File: config.mk
export PLATFORM = sky130hd
export DESIGN_NAME = lane_step_scheduler
export DESIGN_NICKNAME = d
export VERILOG_FILES = /design/src/rtl/lane_step_scheduler.sv
export SDC_FILE = /design/constraint.sdc
export NUM_CORES = 1
export LEC_CHECK = 0
export ABC_AREA = 1
export BUFFER_PORTS_ARGS = -buffer_cell sky130_fd_sc_hd__buf_2
export CAP_MARGIN = 20
export CELL_PAD_IN_SITES_DETAIL_PLACEMENT = 0
export CELL_PAD_IN_SITES_GLOBAL_PLACEMENT = 1
export CORE_ASPECT_RATIO = 0.5
export CORE_UTILIZATION = 43
export CTS_CLUSTER_SIZE = 28
export DETAILED_ROUTE_END_ITERATION = 6
export HOLD_SLACK_MARGIN = 0.12
export PLACE_DENSITY_LB_ADDON = 0.1
export REMOVE_ABC_BUFFERS = 1
export SYNTH_ARGS = -nofsm -noshare
export SYNTH_HDL_FRONTEND = slang
export SYNTH_SLANG_ARGS = --single-unit
File: constraint.sdc
create_clock -name i_Clk -period 3.3 [get_ports i_Clk]
set_input_delay 0.66 -clock i_Clk [delete_from_list [all_inputs] [get_ports i_Clk]]
set_output_delay 0.66 -clock i_Clk [all_outputs]
set_load 0.01 [all_outputs]
File: src/rtl/lane_step_scheduler.sv
// -----------------------------------------------------------------------------
// lane_step_scheduler
//
// Turns the prescaled game tick into per-lane "advance this lane" requests and
// hands them, one lane at a time, to the car-position datapath over a
// valid/ready port. It also owns the game-run FSM (IDLE/RUN/PAUSE/OVER), which
// gates all movement.
//
// Each lane i has a base period (in base ticks) that shrinks by STEP_DEC per
// level, with a floor of MIN_PERIOD. A lane that comes due while its previous
// step is still waiting is merged into the existing request, and the sticky
// o_Overrun flag is raised.
//
// Optional feature: define LANE_SCHED_JITTER_EN to add 0/+1 base tick of
// LFSR-driven jitter to every lane reload. Left undefined, the schedule is
// fully deterministic.
//
// Ports
//   i_Clk         system clock
//   i_Rst_L       asynchronous active-low reset
//   i_Start       pulse, IDLE/OVER -> RUN (restarts the game)
//   i_Pause       level, hold in PAUSE while high
//   i_Level_Up    pulse, level + 1 (saturating), RUN/PAUSE only
//   i_Game_Over   pulse, RUN/PAUSE -> OVER
//   i_Step_Ready  datapath accepts the presented step
//   o_Step_Valid  step request for o_Step_Lane
//   o_Step_Lane   lane to advance
//   o_Level       current level
//   o_State       0 IDLE, 1 RUN, 2 PAUSE, 3 OVER
//   o_Overrun     sticky, a lane came due while its step was still pending
// -----------------------------------------------------------------------------
module lane_step_scheduler #(
  parameter int NUM_LANES = 10,
  parameter int PRESCALE  = 250000,
  parameter int PERIOD_W  = 8,
  parameter logic [NUM_LANES*PERIOD_W-1:0] c_BASE_PERIOD = {NUM_LANES{8'd20}},
  parameter int LEVEL_W    = 3,
  parameter int STEP_DEC   = 2,
  parameter int MIN_PERIOD = 1,
  localparam int LANE_W = (NUM_LANES > 1) ? $clog2(NUM_LANES) : 1
) (
  input  logic               i_Clk,
  input  logic               i_Rst_L,
  input  logic               i_Start,
  input  logic               i_Pause,
  input  logic               i_Level_Up,
  input  logic               i_Game_Over,
  input  logic               i_Step_Ready,
  output logic               o_Step_Valid,
  output logic [LANE_W-1:0]  o_Step_Lane,
  output logic [LEVEL_W-1:0] o_Level,
  output logic [1:0]         o_State,
  output logic               o_Overrun
);

  localparam int PRESC_W = (PRESCALE > 1) ? $clog2(PRESCALE) : 1;
  localparam int SUM_W   = PERIOD_W + LEVEL_W;

  typedef enum logic [1:0] {
    ST_IDLE  = 2'd0,
    ST_RUN   = 2'd1,
    ST_PAUSE = 2'd2,
    ST_OVER  = 2'd3
  } state_t;

  state_t               state_reg, state_next;
  logic [PRESC_W-1:0]   presc_reg, presc_next;
  logic [LEVEL_W-1:0]   level_reg, level_next;
  logic [NUM_LANES-1:0] pending_reg, pending_next;
  logic [NUM_LANES-1:0] lane_ovr;
  logic [LANE_W-1:0]    ptr_reg, ptr_next;
  logic                 valid_reg, valid_next;
  logic [LANE_W-1:0]    lane_reg, lane_next;
  logic                 overrun_reg, overrun_next;
  logic [PERIOD_W-1:0]  jitter_add;

  logic start_evt, over_evt, base_tick, accept, grant_ok, level_up_ok;
  logic is_run, is_run_or_pause, is_idle_or_over;

  // Effective lane period: base minus the level discount, floored at
  // MIN_PERIOD. The subtraction is guarded so it can never wrap.
  function automatic logic [PERIOD_W-1:0] eff_of(input logic [PERIOD_W-1:0] base,
                                                 input logic [LEVEL_W-1:0]  lvl);
    logic [SUM_W-1:0] base_ext;
    logic [SUM_W-1:0] dec;
    logic [SUM_W-1:0] diff;
    base_ext = SUM_W'(base);
    dec      = SUM_W'(lvl) * SUM_W'(STEP_DEC);
    diff     = (base_ext > dec) ? (base_ext - dec) : '0;
    if (diff < SUM_W'(MIN_PERIOD)) diff = SUM_W'(MIN_PERIOD);
    return PERIOD_W'(diff);
  endfunction

  // ---------------------------------------------------------------------------
  // Event decode
  // ---------------------------------------------------------------------------
  assign is_run          = (state_reg == ST_RUN);
  assign is_run_or_pause = (state_reg == ST_RUN) || (state_reg == ST_PAUSE);
  assign is_idle_or_over = (state_reg == ST_IDLE) || (state_reg == ST_OVER);

  // Game_Over outranks Start, so a simultaneous pair never restarts.
  assign over_evt    = i_Game_Over && is_run_or_pause;
  assign start_evt   = i_Start && !i_Game_Over && is_idle_or_over;
  assign level_up_ok = i_Level_Up && is_run_or_pause;
  assign base_tick   = is_run && (presc_reg == PRESC_W'(PRESCALE - 1));
  assign accept      = valid_reg && i_Step_Ready;

  // ---------------------------------------------------------------------------
  // Game-run FSM
  // ---------------------------------------------------------------------------
  always_comb begin
    state_next = state_reg;
    case (state_reg)
      ST_IDLE:  if (start_evt) state_next = ST_RUN;
      ST_RUN: begin
        if (over_evt)     state_next = ST_OVER;
        else if (i_Pause) state_next = ST_PAUSE;
      end
      ST_PAUSE: begin
        if (over_evt)      state_next = ST_OVER;
        else if (!i_Pause) state_next = ST_RUN;
      end
      ST_OVER:  if (start_evt) state_next = ST_RUN;
      default:  state_next = ST_IDLE;
    endcase
  end

  // ---------------------------------------------------------------------------
  // Prescaler (runs only in RUN, frozen otherwise) and level
  // ---------------------------------------------------------------------------
  always_comb begin
    presc_next = presc_reg;
    if (start_evt)      presc_next = '0;
    else if (base_tick) presc_next = '0;
    else if (is_run)    presc_next = presc_reg + PRESC_W'(1);
  end

  always_comb begin
    level_next = level_reg;
    if (start_evt)                          level_next = '0;
    else if (level_up_ok && level_reg != '1) level_next = level_reg + LEVEL_W'(1);
  end

  // ---------------------------------------------------------------------------
  // Reload jitter
  // ---------------------------------------------------------------------------
`ifdef LANE_SCHED_JITTER_EN
  logic [7:0] lfsr_reg, lfsr_next;
  logic       lfsr_fb;

  // Fibonacci taps for x^8 + x^6 + x^5 + x^4 + 1.
  assign lfsr_fb = lfsr_reg[7] ^ lfsr_reg[5] ^ lfsr_reg[4] ^ lfsr_reg[3];

  always_comb begin
    lfsr_next = lfsr_reg;
    if (start_evt)      lfsr_next = 8'hA5;
    else if (base_tick) lfsr_next = {lfsr_reg[6:0], lfsr_fb};
  end

  always_ff @(posedge i_Clk or negedge i_Rst_L) begin
    if (!i_Rst_L) lfsr_reg <= 8'hA5;
    else          lfsr_reg <= lfsr_next;
  end

  // A reload uses the LFSR value from before this tick's shift.
  assign jitter_add = PERIOD_W'(lfsr_reg[0]);
`else
  assign jitter_add = '0;
`endif

  // ---------------------------------------------------------------------------
  // Per-lane period counters and pending bits
  // ---------------------------------------------------------------------------
  genvar gi;
  generate
    for (gi = 0; gi < NUM_LANES; gi++) begin : g_lane
      localparam logic [PERIOD_W-1:0] BASE_P = c_BASE_PERIOD[gi*PERIOD_W +: PERIOD_W];

      logic [PERIOD_W-1:0] cnt_reg, cnt_next;
      logic [PERIOD_W-1:0] start_load, reload_val;
      logic                fire, clr;

      // A level change only takes effect at the lane's next reload.
      assign start_load = eff_of(BASE_P, '0) - PERIOD_W'(1);
      assign reload_val = eff_of(BASE_P, level_reg) - PERIOD_W'(1) + jitter_add;
      assign fire       = base_tick && (cnt_reg == '0);
      assign clr        = accept && (lane_reg == LANE_W'(gi));

      always_comb begin
        cnt_next = cnt_reg;
        if (start_evt)      cnt_next = start_load;
        else if (base_tick) cnt_next = fire ? reload_val : (cnt_reg - PERIOD_W'(1));
      end

      always_ff @(posedge i_Clk or negedge i_Rst_L) begin
        if (!i_Rst_L) cnt_reg <= '0;
        else          cnt_reg <= cnt_next;
      end

      // A new tick beats a same-cycle grant clear, so the lane stays pending
      // and no overrun is counted for it.
      assign pending_next[gi] = (start_evt || over_evt) ? 1'b0 :
                                fire                    ? 1'b1 :
                                clr                     ? 1'b0 : pending_reg[gi];
      assign lane_ovr[gi]     = fire && pending_reg[gi] && !clr;
    end
  endgenerate

  // ---------------------------------------------------------------------------
  // Round-robin arbiter: first pending lane at or after ptr_reg
  // ---------------------------------------------------------------------------
  logic [LANE_W-1:0] sel_lane;
  logic              sel_found;
  logic [LANE_W:0]   cand;

  always_comb begin
    sel_lane  = '0;
    sel_found = 1'b0;
    cand      = '0;
    for (int k = 0; k < NUM_LANES; k++) begin
      cand = {1'b0, ptr_reg} + (LANE_W+1)'(k);
      if (cand >= (LANE_W+1)'(NUM_LANES)) cand = cand - (LANE_W+1)'(NUM_LANES);
      if (!sel_found && pending_reg[LANE_W'(cand)]) begin
        sel_found = 1'b1;
        sel_lane  = LANE_W'(cand);
      end
    end
  end

  // New grants only from an idle port in RUN; an outstanding request survives
  // PAUSE but is withdrawn on game over.
  assign grant_ok = !valid_reg && is_run && sel_found && !over_evt;

  always_comb begin
    valid_next   = valid_reg;
    lane_next    = lane_reg;
    ptr_next     = ptr_reg;
    overrun_next = overrun_reg;

    if (start_evt || over_evt) valid_next = 1'b0;
    else if (accept)           valid_next = 1'b0;
    else if (grant_ok)         valid_next = 1'b1;

    if (grant_ok) lane_next = sel_lane;

    if (start_evt)   ptr_next = '0;
    else if (accept) ptr_next = (lane_reg == LANE_W'(NUM_LANES - 1)) ? '0 : (lane_reg + LANE_W'(1));

    if (start_evt)      overrun_next = 1'b0;
    else if (!over_evt) overrun_next = overrun_reg | (|lane_ovr);
  end

  // ---------------------------------------------------------------------------
  // State registers
  // ---------------------------------------------------------------------------
  always_ff @(posedge i_Clk or negedge i_Rst_L) begin
    if (!i_Rst_L) begin
      state_reg   <= ST_IDLE;
      presc_reg   <= '0;
      level_reg   <= '0;
      pending_reg <= '0;
      ptr_reg     <= '0;
      valid_reg   <= 1'b0;
      lane_reg    <= '0;
      overrun_reg <= 1'b0;
    end else begin
      state_reg   <= state_next;
      presc_reg   <= presc_next;
      level_reg   <= level_next;
      pending_reg <= pending_next;
      ptr_reg     <= ptr_next;
      valid_reg   <= valid_next;
      lane_reg    <= lane_next;
      overrun_reg <= overrun_next;
    end
  end

  assign o_Step_Valid = valid_reg;
  assign o_Step_Lane  = lane_reg;
  assign o_Level      = level_reg;
  assign o_State      = state_reg;
  assign o_Overrun    = overrun_reg;

endmodule

## Yosys cells after proc, flatten, opt, wreduce, memory -nomap -nowiden

Cells that the tools add are included.

| word-level totals | value |
|---|---|
| register bits | 123 |
| input port bits | 7 |
| output and inout bits | 11 |
| word-level logic and storage cells | 347 |

| cells by class | value |
|---|---|
| add/subtract/negate cells | 34 |
| $lt $le $gt $ge | 22 |
| eq/ne operators | 18 |
| mux-type cells | 131 |
| bitwise logic cells | 1 |
| reductions and logical operators | 114 |

Operator list:

| operator | count |
|---|---|
| 2-to-1 mux 8 bit | 31 |
| 2-to-1 mux 4 bit | 23 |
| subtractor 8 x 1 -> 8 bit (second input constant) | 11 |
| logical NOT 8 bit | 10 |
| logical AND 1 bit | 59 |
| 2-to-1 mux 1 bit | 55 |
| 2-to-1 mux 18 bit | 3 |
| < comparator 4 x 5 -> 1 bit (second input constant) | 10 |
| >= comparator 5 x 4 -> 1 bit (second input constant) | 9 |
| binary-select mux 1 bit (select 4 bit) | 10 |
| subtractor 4 bit (second input constant) | 10 |
| nonzero test 3 bit | 12 |
| logical NOT 1 bit | 22 |
| adder 4 x 3 -> 5 bit (second input constant) | 4 |
| adder 18 x 1 -> 18 bit (second input constant) | 1 |
| == test 18 bit (second input constant) | 1 |
| == test 4 x 3 -> 1 bit (second input constant) | 4 |
| < comparator 11 x 1 -> 1 bit (second input constant) | 1 |
| 2-to-1 mux 11 bit | 1 |
| adder 4 x 2 -> 5 bit (second input constant) | 2 |
| adder 4 x 4 -> 5 bit (second input constant) | 2 |
| 2-to-1 mux 2 bit | 5 |
| OR reduction 10 bit | 1 |
| inequality test 3 bit (second input constant) | 3 |
| other kinds (22) | 30 |

## Logic depth before layout (Yosys ltp)

Gate-level depths: netlist of the first run.

| depth | value |
|---|---|
| depth after elaboration | 37 |
| gate-level depth with buffers | 25 |
| depth with buffers taken out | 24 |

## Worst setup path after synthesis of the first run

Ideal clock, no wire load.

| timing | value |
|---|---|
| path kind | register to register |
| start | register ptr_reg[1] |
| end | register lane_reg[0] (netlist: o_Step_Lane[0]) |
| setup time | 117 ps |
| arrival time | 3344 ps |
| data required time | 3183 ps |
| path slack | -162 ps |
| cell stages (with the launch flop) | 23 |
| buffers on the path | 2 |
| period minus slack after synthesis | 3462 ps |
| cells stage by stage | dfrtp_1 buf_6 inv_1 ha_1 buf_2 clkinv_1 ha_1 nand2_1 nand2_2 nand2_4 nand2_1 o21ai_1 nor2_2 nor2_4 nand3_4 nor2_4 nand4_4 nor2_8 nand3_4 nand3_4 inv_2 nand3_1 nand2_1 |

| on the way | value |
|---|---|
| word-level cells in the longest chain between the ends | 34 |
| elaborated cells on any way between the ends | 99 |

RTL lines:

| item | RTL line | source |
|---|---|---|
| from (decl) | 71 | `logic [LANE_W-1:0] ptr_reg, ptr_next;` |
| from (signal assigned) | 271 | `ptr_reg <= ptr_next;` |
| parallel branches: the longest is 34 deep, another holds adder 4 x 1 -> 5 bit | -- |  |
| to (signal assigned) | 273 | `lane_reg <= lane_next;` |
| to (decl) | 73 | `logic [LANE_W-1:0] lane_reg, lane_next;` |

Several ways; the timed one is not identified. The select of a mux whose other input is x is not followed.
A chain may end at the register's enable or synchronous reset.

## Worst setup path in the final report of the first run

| timing | value |
|---|---|
| start | register ptr_reg[1] |
| end | register lane_reg[1] (netlist: o_Step_Lane[1]) |

The elaborated chain is that of the path after synthesis.

==> results.md, run 1 <==
- Slew Limit Headroom: ~55%
- Crit Path Max Fanout: 7
- DIE WIDTH: ~210 um
- Vias in the first global route: roughly 8400
- Async S/R FF share, synth: between 90% and 100%
- Post-synthesis cell count: between 1000 and 1500
- Main synth FF type: dfrtp_1
- DRC: 0
- Met1 wire length: around 12000 um
- Sum of negative setup slack: 0 ps
- DR WL/cell: between 15 and 20 um
- Fin nets: between 1000 and 1500
- Clock Path Buffers: 2
- I/O pin count: 18
- RSZ-0062 raised after global routing: no
- Worst-path clk slew: 60 ps
- Max-cap violations: 0
- Vias: around 8700
- First-pass GRT wire length: ~43000 um
- CTS tree: yes
- Finish-stage setup viols: 0
- Worst Setup Start Kind: flop
- Row cnt: 37
- R2r worst-path depth: 19
- Power per cell area: just over 1000 nW/um^2
- Clk_lat worst skew: roughly 430 ps
- Post-Synth Adder-Cell Area: under 10%
- Worst Path Required: around 3700 ps
- Sequential area share after synthesis: around a third
- Min cycle time layout: between 3000 and 4000 ps
- Synth cell types: 55
- Residual antenna-violating net count after detailed routing: 0
- Largest family of logic cells by synthesized area: simple AND/OR/NAND/NOR gates
- Via-to-Cell Ratio: ~5.3
- Met2 Wirelength: 12200 um
- Most frequent CP cell: nand2_1
- Layout cell share with drive strength beyond 1: approximately 12%
- Final Hold Fails: 0
- Filler cells: roughly 2100
- Max reg flops: 80
- DR WL met3: ~950 um
- GP Congestion: 0.914
- Worst Hold Slack: about 270 ps
- Port Buffer Count: 17
- Status: finished clean
- Post-Route WL: approximately 26000 um
- LEAKAGE: about 4.8 nW
- Compound-gate portion of the synthesized area: between 15 and 20%
- First-pass DRT Iterations: 5
- YS warnings: 0
- Crit-path slowest cell: dfrtp_1
- Core area: between 20000 and 25000 sq um
- Number of buffers created by CTS: 17
- GRT Util Overall: between 20% and 30%
- Cell count along the critical path: 19
- Syn avg cell area: about 7.1 sq um
- Cell Area, Synth: between 9000 and 10000 sq um
- Largest net degree at the start of global routing: about 50
- Critical path capture point type: flop
- Worst path max stage delay: 410 ps
- ANT cells: 0
- Worst path bufs/invs: 5
- Synth Area in XOR/XNOR: 5.54%
- Synth Register Bits: 123
- Area Overhead vs Synth: 14.3%
- Initial antenna violation count: 0
- Die area: ~22000 sq um
- Worst Path Arrival: 3430 ps
- Congestion Overflow GR: 0
- Die Height: around 110 um
- Post-synth EDFFs: 0
- Root Buffer: clkbuf_16
- Crit-path cells: inv_2 > ha_1 > inv_1 > fa_1 > o21bai_4 > o21ai_1 > inv_1 > nand3_1 > nand2_1 > o21ai_2 > inv_2 > nor3_4 > buf_4 > nand3_2 > nor2_1 > nor2_1 > nand4_1 > nand2_1 > nand2_1
- Final period utilization: 93.2%
- Clk_skew: 10.7 ps
- Post-Synth Simple-Gate Area: between 20 and 30%
- Post-layout power: 10.6 mW
- Slew Viols, Final: 0
- VDD IR-drop max: between 0.4 and 0.5 mV
- Max frequency: between 0.3 and 0.4 GHz
- Total clock sinks: approximately 120
- Mux contribution to synthesized area: 0%
- Post-DP HPWL: about 20000 um
- Initial Util: 44.5%
- CP Class: flop to flop
- First DRT Iteration DRCs: 636
- Slew @ Worst Pin: 677 ps
- HP Class: primary input to async pin
- H-tree depth: 4
- Delay-heaviest family, CP: simple AND/OR/NAND/NOR gates
- Uppermost layer routed: met4
worst paths after layout:
| check | to | start | slack, ps |
|---|---|---|---|
| hold / removal | g_lane[7].cnt_reg[3] | i_Rst_L | 270 |
| setup / recovery | o_Step_Lane[1] | ptr_reg[1] | 220 |
| max in group asynchronous | presc_reg[6] | i_Rst_L | 2200 |
| hold reg to reg | presc_reg[15] | presc_reg[15] | 520 |
| setup reg to reg | o_Step_Lane[1] | ptr_reg[1] | 220 |
| min in group i_Clk | presc_reg[15] | presc_reg[15] | 520 |
placed cells by master (no fill, tap or decap), types with 5 or more instances in the layout:
cell,instances
a32oi_1,6
inv_2,10
nand3_1,70
nand4_1,29
buf_2,16
a22oi_1,7
clkinvlp_4,5
o21ai_2,9
nand3_2,5
nor4_1,6
a211oi_1,7
o21ai_0,103
nand2_1,247
xnor2_1,16
nand2_2,20
o21ai_1,12
inv_1,194
a221oi_1,5
clkbuf_16,17
ha_1,36
a21oi_1,68
o211ai_1,5
xor2_1,35
dfrtp_1,121
nor3_1,29
o22ai_1,37
o221ai_1,10
buf_4,44
nor2_1,142
through the flow:
stage | utilization [%] | cells | setup slack [ps] | area (sq um)
final | 50.8 | 1645 | 224 | 10600
after global routing | 50.8 | 1645 | 7.25 | 10600
after CTS | 50.3 | 1641 | 90.6 | 10400
after detailed placement | 47.4 | 1609 | 124 | 9850
after global placement | 47.4 | 1609 | 158 | 9850
after floorplan | - | 1279 | -871 | 9100
power breakdown:
part	leakage [nW]	switching, mW	total (mW)	internal, mW
Clock	0.278	0.729	1.88	1.15
Sequential	1.54	0.156	1.79	1.63
Combinational	2.98	4.59	6.97	2.38
Total	4.79	5.47	10.6	5.17
cell families (layout without fill, tap and decap cells):
logic type	Yosys count	in the layout
AND/OR/NAND/NOR	569	569
AO/OA/AOI/OAI	280	280
buffers and inverters	236	303
flip-flops	123	123
XOR/XNOR	55	55
adder cells (fa/ha/maj)	42	42
layout make-up:
class	count	area [sq um]	share of cell area, %
multi-input cells	946	5320	50.3
flip-flops and latches	123	3080	29.2
inverters	210	796	7.53
clock buffers	19	453	4.29
repair buffers	61	430	4.08
well taps	273	342	3.23
clock inverters	13	143	1.35
layer usage:
metal  GRT usage [%]  vias to the layer above
met4            8.30                        0
met1            32.3                     4067
li1                -                     4448
met2            42.3                      165
met3            3.67                       38
met5               0                        -
cell usage after synthesis, types with 6 or more instances:
cell type  number  share of area, %
a211oi_1        7              0.57
a21oi_1        68               3.7
a22oi_1         7              0.57
a32oi_1         6              0.57
clkbuf_1       17              0.69
dfrtp_1       123                33
ha_1           41               5.6
inv_1         196               8.0
inv_2          10              0.41
nand2_1       250                10
nand2_2        18               1.2
nand3_1        74               4.0
nand4_1        29               2.0
nor2_1        143               5.8
nor3_1         29               1.6
nor4_1          6              0.41
o21ai_0       103               5.6
o21ai_1        17              0.92
o221ai_1       10              0.95
o22ai_1        37               2.5
xnor2_1        16               1.5
xor2_1         35               3.3
repair_timing:
action | CTS | global route
setup endpoints to repair | 0 | 5
setup buffers | 0 | 4
hold buffers | 0 | 0
resized for setup | 0 | 26
Power figures use the tool's default switching activity.
==> run 2: changes to the inputs <==
--- a/config.mk
+++ b/config.mk
@@ -14,8 +14,10 @@
 export CORE_UTILIZATION = 43
 export CTS_CLUSTER_SIZE = 28
 export DETAILED_ROUTE_END_ITERATION = 6
+export GPL_ROUTABILITY_DRIVEN = 0
 export HOLD_SLACK_MARGIN = 0.12
 export PLACE_DENSITY_LB_ADDON = 0.1
+export RECOVER_POWER = 25
 export REMOVE_ABC_BUFFERS = 1
 export SYNTH_ARGS = -nofsm -noshare
 export SYNTH_HDL_FRONTEND = slang
==> results.md, run 2 (synthesized netlist as in run 1, its figures left out) <==
- Worst Setup Start Kind: flop (unchanged)
- Crit-path slowest cell: dfrtp_1 (unchanged)
- LEAKAGE: 4.79 nW (about the same)
- Crit-path cells: inv_2 > ha_1 > inv_1 > fa_1 > o21bai_4 > o21ai_1 > inv_1 > nand3_1 > nand2_1 > o21ai_2 > inv_2 > nor3_4 > buf_4 > nand3_2 > nor2_1 > nor2_1 > nand4_1 > nand2_1 > nand2_1 (unchanged)
- Worst setup slack after layout: 224 ps (about the same)
- Residual antenna-violating net count after detailed routing: 0 (unchanged)
- Port Buffer Count: 17 (unchanged)
- Initial Util: 44.5% (unchanged)
- DRC: 0 (unchanged)
- Die Height: 106 um (unchanged)
- Area Overhead vs Synth: 14.1% (was 14.3%)
- Number of buffers created by CTS: 17 (unchanged)
- Die area: 22100 sq um (unchanged)
- Slew Viols, Final: 0 (unchanged)
- Leading cell type in the layout, fill and taps excluded: nand2_1 (unchanged)
- Row cnt: 37 (unchanged)
- Post-Route WL: 26100 um (about the same)
- Final Hold Fails: 0 (unchanged)
- Finish-stage setup viols: 0 (unchanged)
- CTS tree: yes (unchanged)
- DIE WIDTH: 209 um (unchanged)
- Worst-path clk slew: 60 ps (about the same)
- H-tree depth: 4 (unchanged)
- Most frequent CP cell: nand2_1 (unchanged)
- Total clock sinks: 123 (unchanged)
- Cts hold-fix bufs: 0 (unchanged)
- Worst path bufs/invs: 5 (unchanged)
- First DRT Iteration DRCs: 665 (was 636)
- Crit Reg-Reg Startpoint: ptr_reg[1] (unchanged)
- Max reg flops: 80 (unchanged)
- RSZ-0062 raised after global routing: no (unchanged)
- Largest net degree at the start of global routing: 51 (unchanged)
- Clk_skew: 9.87 ps (was 10.7 ps)
- DR WL/cell: 15.9 um (about the same)
- VDD IR-drop max: 0.459 mV (was 0.458 mV)
- Cell Int Power: 5.17 mW (about the same)
- First-pass DRT Iterations: 5 (unchanged)
- Combinational Power Share: 65.5% (about the same)
- Worst path max stage delay: 410 ps (about the same)
- Switching share of total power: 51.5% (was 51.4%)
- Post-layout util: 50.7% (was 50.8%)
- Place WS: 124 ps (unchanged)
- Power per cell area: 1010 nW/um^2 (about the same)
- Fin nets: 1408 (unchanged)
- GRT Util Overall: 24.8% (unchanged)
- Root Buffer: clkbuf_16 (unchanged)
- Initial antenna violation count: 0 (unchanged)
- Layout cell share with drive strength beyond 1: 12.5% (unchanged)
- Reported net switching power: 5.48 mW (was 5.47 mW)
- CP Class: flop to flop (unchanged)
- Core area: 20800 sq um (unchanged)
- Cell Count, Final, Fillers Out: 1645 (unchanged)
- Post-DP HPWL: 19500 um (unchanged)
- Clk_lat worst skew: 430 ps (about the same)
- Congestion Overflow GR: 0 (unchanged)
- Most frequent cells in the layout: nand2_1 (247), inv_1 (194), nor2_1 (142) (unchanged)
- Max-cap violations: 0 (unchanged)
- Clock share of power: 17.7% (about the same)
- Slew @ Worst Pin: 1280 ps (was 677 ps)
- Max frequency: 0.325 GHz (about the same)
- I/O pin count: 18 (unchanged)
- Min cycle time layout: 3080 ps (about the same)
- Sum of negative setup slack: 0 ps (unchanged)
- Final period utilization: 93.2% (about the same)
- Via-to-Cell Ratio: 5.31 (was 5.30)
- ANT cells: 0 (unchanged)
- Vias in the first global route: 8402 (unchanged)
- Slew Limit Headroom: 14.5% (was 54.8%)
- Crit Path Max Fanout: 7 (unchanged)
- Worst Path Required: 3660 ps (about the same)
- Register share of total power: 16.8% (about the same)
- Worst Path Arrival: 3440 ps (was 3430 ps)
- Delay-heaviest family, CP: simple AND/OR/NAND/NOR gates (unchanged)
- Status: finished clean (unchanged)
- Clock Path Buffers: 2 (unchanged)
- Critical path capture point type: flop (unchanged)
- First-pass GRT wire length: 43100 um (unchanged)
- HP Class: primary input to async pin (unchanged)
- Vias: 8743 (was 8718)
- Placed Cells: 1609 (unchanged)
- Critical Path Start: ptr_reg[1] (unchanged)
==> run 2: cell count changes in the layout (fill, tap and decap cells not counted) <==
cell,delta
buf_12,-1
clkbuf_2,+2
buf_4,-1
==> run 2: worst paths after layout <==
| kind | endpoint | slack, ps | cells past startpoint |
|---|---|---|---|
| worst max-delay path | o_Step_Lane[1] | 220 | 19 |
| worst min-delay path | g_lane[7].cnt_reg[3] | 510 | 1 |
| worst max register to register | o_Step_Lane[1] | 220 | 19 |
| worst min register to register | presc_reg[15] | 520 | 2 |
| max in group asynchronous | o_Step_Lane[2] | 900 | 2 |
| min in group i_Clk | presc_reg[15] | 520 | 2 |
==> run 2: power by group through the flow <==
| stage | Clock (mW) | Sequential (mW) | Combinational, mW |
|---|---|---|---|
| final | 1.88 | 1.79 | 6.97 |
| after global routing | 1.99 | 1.81 | 7.74 |
| after CTS | 1.92 | 1.78 | 6.70 |
| after detailed placement | 0 | 1.81 | 6.66 |
| after global placement | 0 | 1.80 | 6.64 |
| after floorplan | 0 | 1.86 | 4.64 |
==> run 2: layer usage <==
metal  up-vias  share of wire [%]  global-route usage [%]
li1       4452                  -                       -
met1      4099                 48                    32.3
met2       151                 47                    42.3
met3        41                3.2                    3.67
met4         0                2.3                    8.30
met5         -                  0                       0
==> run 2: timing repair <==
action	in CTS	in global routing
resized for setup	0	26
buffers inserted	0	4
setup endpoints to repair	0	5
==> run 2: metrics by stage <==
stage | hold WS (ps) | total power [mW] | cell area [sq um]
finish | 505 | 10.6 | 10500
global route | 524 | 11.5 | 10500
CTS | 304 | 10.4 | 10400
detailed placement | 511 | 8.47 | 9850
global placement | 497 | 8.45 | 9850
floorplan | 364 | 6.51 | 9100
==> run 2: final cells by class <==
cell class / instances / area (sq um)
clock buffers: 19 / 453
fillers: 2086 / 10200
clock inverters: 13 / 143
well taps: 273 / 342
flip-flops and latches: 123 / 3080
inverters: 210 / 796
repair buffers: 61 / 413
multi-input cells: 946 / 5320
